### config.mk
export PLATFORM = sky130hd
export DESIGN_NAME = cordic_out_buf
export DESIGN_NICKNAME = d
export VERILOG_FILES = /design/src/rtl/cordic_pkg.sv /design/src/rtl/cordic_sync_fifo.sv /design/src/rtl/cordic_out_buf.sv
export SDC_FILE = /design/constraint.sdc
export NUM_CORES = 1
export LEC_CHECK = 0
export BUFFER_PORTS_ARGS = -buffer_cell sky130_fd_sc_hd__buf_2
export CAP_MARGIN = 20
export CORE_MARGIN = 8
export CORE_UTILIZATION = 50
export DETAILED_ROUTE_END_ITERATION = 7
export MAX_ROUTING_LAYER = met4
export PLACE_DENSITY_LB_ADDON = 0.05
export RECOVER_POWER = 50
export SLEW_MARGIN = 5
export SYNTH_ARGS = -nofsm -noshare
export SYNTH_HDL_FRONTEND = slang
export SYNTH_SLANG_ARGS = --single-unit
### constraint.sdc
create_clock -name i_clk -period 3.9 [get_ports i_clk]
set_input_delay 0.39 -clock i_clk [delete_from_list [all_inputs] [get_ports i_clk]]
set_output_delay 0.39 -clock i_clk [all_outputs]
set_load 0.01 [all_outputs]
### src/rtl/cordic_pkg.sv
// ---------------------------------------------------------------------------
// cordic_pkg
// Shared constants for the CORDIC result word and the X/Y rounding helper.
//   Packed word layout: {mode[48], x[47:32], y[31:16], z[15:0]}
//   round_sat(v, out_w): rounds a signed FIELD_W value to out_w bits (round
//   half up) and saturates it. The result is returned sign-extended to
//   FIELD_W bits, so the caller keeps the low out_w bits.
// ---------------------------------------------------------------------------
package cordic_pkg;

    localparam int FIELD_W     = 16;
    localparam int TOTAL_WIDTH = 3 * FIELD_W + 1;
    localparam int MODE_BIT    = 3 * FIELD_W;
    localparam int X_LSB       = 2 * FIELD_W;
    localparam int Y_LSB       = FIELD_W;
    localparam int Z_LSB       = 0;

    function automatic logic [FIELD_W-1:0] round_sat(input logic [FIELD_W-1:0] v,
                                                     input int               out_w);
        logic signed [FIELD_W:0] ext;
        logic signed [FIELD_W:0] hi;
        logic signed [FIELD_W:0] lo;
        int                      sh;
        sh  = FIELD_W - out_w;
        // One guard bit keeps the +half addition from wrapping at the top.
        ext = $signed({v[FIELD_W-1], v});
        if (sh > 0) begin
            ext = ext + $signed((FIELD_W + 1)'(1) << (sh - 1));
        end
        ext = ext >>> sh;
        hi  = $signed((FIELD_W + 1)'((1 << (out_w - 1)) - 1));
        lo  = ~hi;  // -(hi) - 1
        if (ext > hi) begin
            ext = hi;
        end else if (ext < lo) begin
            ext = lo;
        end
        return ext[FIELD_W-1:0];
    endfunction

endpackage

### src/rtl/cordic_sync_fifo.sv
// ---------------------------------------------------------------------------
// cordic_sync_fifo
// Single-clock first-word-fall-through FIFO. Head entry is visible on
// rd_data_o whenever empty_o is low. Full/empty come from the occupancy count.
//   clk_i, rst_ni       clock, asynchronous active-low reset
//   wr_en_i, wr_data_i  write request; accepted unless full without a pop
//   rd_en_i             pop request; ignored while empty
//   rd_data_o           head entry
//   count_o             occupancy 0..DEPTH
//   empty_o, full_o     status
// ---------------------------------------------------------------------------
module cordic_sync_fifo #(
    parameter int  WIDTH = 41,
    parameter int  DEPTH = 8,
    localparam int AW    = $clog2(DEPTH),
    localparam int CW    = AW + 1
) (
    input  logic             clk_i,
    input  logic             rst_ni,
    input  logic             wr_en_i,
    input  logic [WIDTH-1:0] wr_data_i,
    input  logic             rd_en_i,
    output logic [WIDTH-1:0] rd_data_o,
    output logic [CW-1:0]    count_o,
    output logic             empty_o,
    output logic             full_o
);

    logic [WIDTH-1:0] mem_q [DEPTH];
    logic [AW-1:0]    wr_ptr_q, wr_ptr_d;
    logic [AW-1:0]    rd_ptr_q, rd_ptr_d;
    logic [CW-1:0]    count_q, count_d;
    logic             wr_ok;
    logic             rd_ok;

    assign empty_o   = (count_q == '0);
    assign full_o    = (count_q == CW'(DEPTH));
    assign rd_ok     = rd_en_i && !empty_o;
    // When full, a same-edge pop frees the slot the write lands in.
    assign wr_ok     = wr_en_i && (!full_o || rd_ok);
    assign rd_data_o = mem_q[rd_ptr_q];
    assign count_o   = count_q;

    always_comb begin
        wr_ptr_d = wr_ptr_q;
        rd_ptr_d = rd_ptr_q;
        count_d  = count_q;
        if (wr_ok) wr_ptr_d = wr_ptr_q + 1'b1;
        if (rd_ok) rd_ptr_d = rd_ptr_q + 1'b1;
        case ({wr_ok, rd_ok})
            2'b10:   count_d = count_q + 1'b1;
            2'b01:   count_d = count_q - 1'b1;
            default: count_d = count_q;
        endcase
    end

    always_ff @(posedge clk_i or negedge rst_ni) begin
        if (!rst_ni) begin
            wr_ptr_q <= '0;
            rd_ptr_q <= '0;
            count_q  <= '0;
        end else begin
            wr_ptr_q <= wr_ptr_d;
            rd_ptr_q <= rd_ptr_d;
            count_q  <= count_d;
        end
    end

    // Storage needs no reset: nothing is read while count is zero.
    always_ff @(posedge clk_i) begin
        if (wr_ok) mem_q[wr_ptr_q] <= wr_data_i;
    end

endmodule

### src/rtl/cordic_out_buf.sv
// ---------------------------------------------------------------------------
// cordic_out_buf
// Captures every CORDIC result (the producer cannot stall), rounds and
// saturates X/Y to OUT_W, buffers results in a FIFO and offers them to the
// consumer. Results arriving while the FIFO is full and not popping are
// dropped and flagged on a sticky overflow bit.
//   i_clk, i_rst_n   clock, asynchronous active-low reset
//   i_vld, i_data    result strobe and packed word from cordic_top
//   i_rdy            consumer ready
//   i_ovf_clr        synchronous clear of o_ovf (a same-edge drop wins)
//   o_vld            head entry valid
//   o_mode,o_x,o_y,o_z  head entry fields (last popped values while o_vld=0)
//   o_cnt            FIFO occupancy 0..DEPTH
//   o_ovf            sticky "a result was dropped"
// Handshake: a transfer happens on every rising edge where o_vld and i_rdy
// are both high; o_vld never depends on i_rdy, and the head fields stay
// stable while o_vld=1 and i_rdy=0. i_rdy is ignored while o_vld=0.
// ---------------------------------------------------------------------------
module cordic_out_buf #(
    parameter int  TOTAL_WIDTH = 49,
    parameter int  FIELD_W     = 16,
    parameter int  OUT_W       = 12,
    parameter int  DEPTH       = 8,
    localparam int CNT_W       = $clog2(DEPTH) + 1
) (
    input  logic                   i_clk,
    input  logic                   i_rst_n,
    input  logic                   i_vld,
    input  logic [TOTAL_WIDTH-1:0] i_data,
    input  logic                   i_rdy,
    input  logic                   i_ovf_clr,
    output logic                   o_vld,
    output logic                   o_mode,
    output logic [OUT_W-1:0]       o_x,
    output logic [OUT_W-1:0]       o_y,
    output logic [FIELD_W-1:0]     o_z,
    output logic [CNT_W-1:0]       o_cnt,
    output logic                   o_ovf
);

    import cordic_pkg::*;

    // Buffered entry: {mode, x, y, z}
    localparam int EW = 1 + 2 * OUT_W + FIELD_W;

    logic [OUT_W-1:0] x_rnd;
    logic [OUT_W-1:0] y_rnd;
    logic             stage_vld_q, stage_vld_d;
    logic [EW-1:0]    stage_word_q, stage_word_d;
    logic             ovf_q, ovf_d;
    logic [EW-1:0]    hold_q, hold_d;
    logic [EW-1:0]    head;
    logic [EW-1:0]    out_word;
    logic             fifo_empty;
    logic             fifo_full;
    logic             pop;
    logic             drop;

    assign x_rnd = OUT_W'(round_sat(i_data[X_LSB +: FIELD_W], OUT_W));
    assign y_rnd = OUT_W'(round_sat(i_data[Y_LSB +: FIELD_W], OUT_W));

    assign pop  = !fifo_empty && i_rdy;
    assign drop = stage_vld_q && fifo_full && !pop;

    always_comb begin
        stage_vld_d  = i_vld;
        stage_word_d = stage_word_q;
        if (i_vld) begin
            stage_word_d = {i_data[MODE_BIT], x_rnd, y_rnd, i_data[Z_LSB +: FIELD_W]};
        end
        // Set has priority over clear so a coinciding drop is never lost.
        ovf_d = ovf_q;
        if (drop) begin
            ovf_d = 1'b1;
        end else if (i_ovf_clr) begin
            ovf_d = 1'b0;
        end
        hold_d = pop ? head : hold_q;
    end

    always_ff @(posedge i_clk or negedge i_rst_n) begin
        if (!i_rst_n) begin
            stage_vld_q  <= 1'b0;
            stage_word_q <= '0;
            ovf_q        <= 1'b0;
            hold_q       <= '0;
        end else begin
            stage_vld_q  <= stage_vld_d;
            stage_word_q <= stage_word_d;
            ovf_q        <= ovf_d;
            hold_q       <= hold_d;
        end
    end

    cordic_sync_fifo #(
        .WIDTH (EW),
        .DEPTH (DEPTH)
    ) u_fifo (
        .clk_i     (i_clk),
        .rst_ni    (i_rst_n),
        .wr_en_i   (stage_vld_q),
        .wr_data_i (stage_word_q),
        .rd_en_i   (pop),
        .rd_data_o (head),
        .count_o   (o_cnt),
        .empty_o   (fifo_empty),
        .full_o    (fifo_full)
    );

    assign o_vld    = !fifo_empty;
    assign o_ovf    = ovf_q;
    // Idle outputs show the last popped entry (zero after reset).
    assign out_word = o_vld ? head : hold_q;
    assign o_mode   = out_word[EW-1];
    assign o_x      = out_word[EW-2 -: OUT_W];
    assign o_y      = out_word[FIELD_W +: OUT_W];
    assign o_z      = out_word[FIELD_W-1:0];

endmodule

==> results.toml <==
[run_status]
status = "finished with violations"
violations = "max-capacitance violations, max-slew violations"

[clock_tree]
cts_buffers = 44
clk_pin_slew_ns = 0.06
insertion_delay_ns = 0.52
cts-root-buf = "clkbuf_16"
cts_num_sinks = 422
postCtsSetupRepairBufs = 0
tritoncts = "done"
clock_path_buffers = 3
htreeDepth = 2
cts_resized = 0
cts-hold-fix-buffers = 0

[logic_synthesis]
yosys.area.top_type = "edfxtp_1"
ys.flop_type = "edfxtp_1"
synth-edff-count = 328
ys_seq_elements = 422
synthesis.nets = 1022
synth_area_leaders = "edfxtp_1, dfrtp_1, mux4_2"
async_flop_share_pct = 22.3
synth.avg_cell_area_sq_um = 17.4
synth_cells = 960
ys_types = 34
yosysTopAreaCellShare_pct = 59.1
synthesis.area_sq_um = 16700
yosys_warnings = 0
synth-seq-area-share_pct = 73.2

[timing]
whs_ns = 0.0635
max_slew_margin_pct = -27.5
finalClockSkew_ns = 0.0105
finalHoldViolCount = 0
tns_ns = 0
rsz0062_at_grt = "false"
fin_ws_ns = 0.650
setup_viol = 0
slew_viol_final = 127
clock.fmax_mhz = 308
worst_pin_slew_ns = 1.91
period_needed_ns = 3.25
fin_crit_sh_pct = 83.3

[setup_path]
reg2reg_slack_ns = 1.01
cp_slowest_stage_delay_ns = 0.79
cp_max_fo = 27
crit_path_end_kind = "output pin"
path_class = "reg -> out"
path_cells = "buf_4, mux4_2, mux2i_1, a21oi_1, buf_2"
start_kind = "flop"
cp.required_ns = 3.51
crit_path_top_delay_cell = "dfrtp_4"
crit_arrival_ns = 2.86

[flow_run]
cap_violations = 3

[final_layout]
area_delta_synth_final_pct = 14.1
layout-drive-gt1-share_pct = 25.5
final_core_util_pct = 57.3
antennaDiodeCount = 0
layout_commonest_cell = "edfxtp_1"
nFillCells = 2615
nNetsFinal = 1134
mostFrequentLayoutCells = "edfxtp_1, buf_2, dfrtp_1"

[hold_path]
hold_class = "in -> reg"

[global_route]
grt_overflow = 0
grt_max_degree = 84
track_usage_pct = 17.6
grt_pass1_vias = 8606
antenna_found_initial = 0
grt_pass1_wl_mm = 51.3

[routing]
viasPerCell = 5.44
drtIter0Drc = 485
drtAntennaViolNets = 0
dr.pass1.iters = 5
drc = 0
vias = 8446
drt_wl_total_mm = 33.3
wire_per_inst_microns = 21.4

[floorplanning]
die_x_microns = 199
die_area_sq_um = 39400
coreArea_sq_um = 33200
initial_core_util_pct = 50.2
rows = 67
die_y_microns = 199
ios = 101

[power_and_ir_drop]
total_power_mw = 14.1
irDropWorstVdd_mv = 0.370
leakagePower_nw = 6.80
power_density_nw_per_um2 = 742

[placed_design]
hpwlAfterDp_mm = 18.6
portBuffers = 94
place_congestion = 0.728
pre_cts_slack_ns = 1.00
==> cell type report <==
class	instances	area, sq um	area share [%]
timing repair buffer	116	661	3.47
clock inverter	14	61.3	0.322
multi-input combinational	479	4260	22.4
tap	448	561	2.95
sequential	422	12200	64.2
clock buffer	65	1230	6.47
inverter	9	33.8	0.178
==> sequential cells by signal (all words and copies together) (netlist names) <==
| signal | count |
|---|---|
| u_fifo.rd_ptr_q | 3 |
| stage_vld_q | 1 |
| u_fifo.mem_q | 328 |
| u_fifo.count_o | 4 |
| u_fifo.wr_ptr_q | 3 |
| o_ovf | 1 |
| stage_word_q | 41 |
| hold_q | 41 |
==> cell usage after synthesis, types with 7 or more instances <==
cell,count
a21oi_1,68
buf_2,18
buf_4,8
clkbuf_1,23
dfrtp_1,94
edfxtp_1,328
ha_1,7
inv_1,9
mux2_2,18
mux2i_1,41
mux4_2,82
nand2_1,77
nor2_1,78
o21ai_0,37
o21ai_1,8
xnor2_1,13
xor2_1,12
==> layer usage <==
metal | routed length, microns | global-route usage [%] | part of all wire [%]
met1 | 15600 | 24.3 | 47
met4 | 542 | 3.73 | 1.6
met2 | 15900 | 27.9 | 48
met3 | 1190 | 2.50 | 3.6
met5 | 0 | - | 0
==> stage by stage <==
step	instance area (sq um)	instances
floorplan	16700	960
global placement	17700	1474
detailed placement	17700	1474
CTS	19000	1553
global route	19000	1553
finish	19000	1553
==> power by group <==
part | total (mW) | internal [mW] | leakage (nW) | switching [mW]
sequential | 6.30 | 5.73 | 4.08 | 0.567
combinational | 4.05 | 1.88 | 2.09 | 2.17
clock | 3.77 | 2.17 | 0.626 | 1.59
total | 14.1 | 9.79 | 6.80 | 4.33
==> worst max-delay path: cells and delay by family (launching register included) <==
family | cells | cell delay, ns
flip-flops | 1 | 0.79
buffers and inverters | 2 | 0.53
AO/OA/AOI/OAI | 1 | 0.11
multiplexers | 2 | 0.89
==> cells by family after synthesis <==
logic type	after synthesis	share of synthesized area (%)
xor+xnor	25	1.31
flops	422	73.2
buf+inv	59	1.69
simple gates	184	4.61
compound gates	121	3.76
fa+ha+maj	8	0.646
mux	141	14.8
==> worst paths after layout <==
| kind | cells after the start | startpoint | to |
|---|---|---|---|
| min in group asynchronous | 1 | i_rst_n | hold_q[35]$_DFFE_PN0P_ |
| worst min-delay path | 2 | i_ovf_clr | o_ovf$_DFFE_PN0P_ |
| worst min register to register | 2 | hold_q[3]$_DFFE_PN0P_ | hold_q[3]$_DFFE_PN0P_ |
| max in group asynchronous | 2 | i_rst_n | stage_word_q[12]$_DFFE_PN0P_ |
| worst max register to register | 11 | u_fifo.count_o[0]$_DFFE_PN0P_ | u_fifo.count_o[3]$_DFFE_PN0P_ |
| worst max-delay path | 5 | u_fifo.rd_ptr_q[0]$_DFFE_PN0N_ | o_y[8] |
Note: power is estimated with default switching activity, not from simulation.
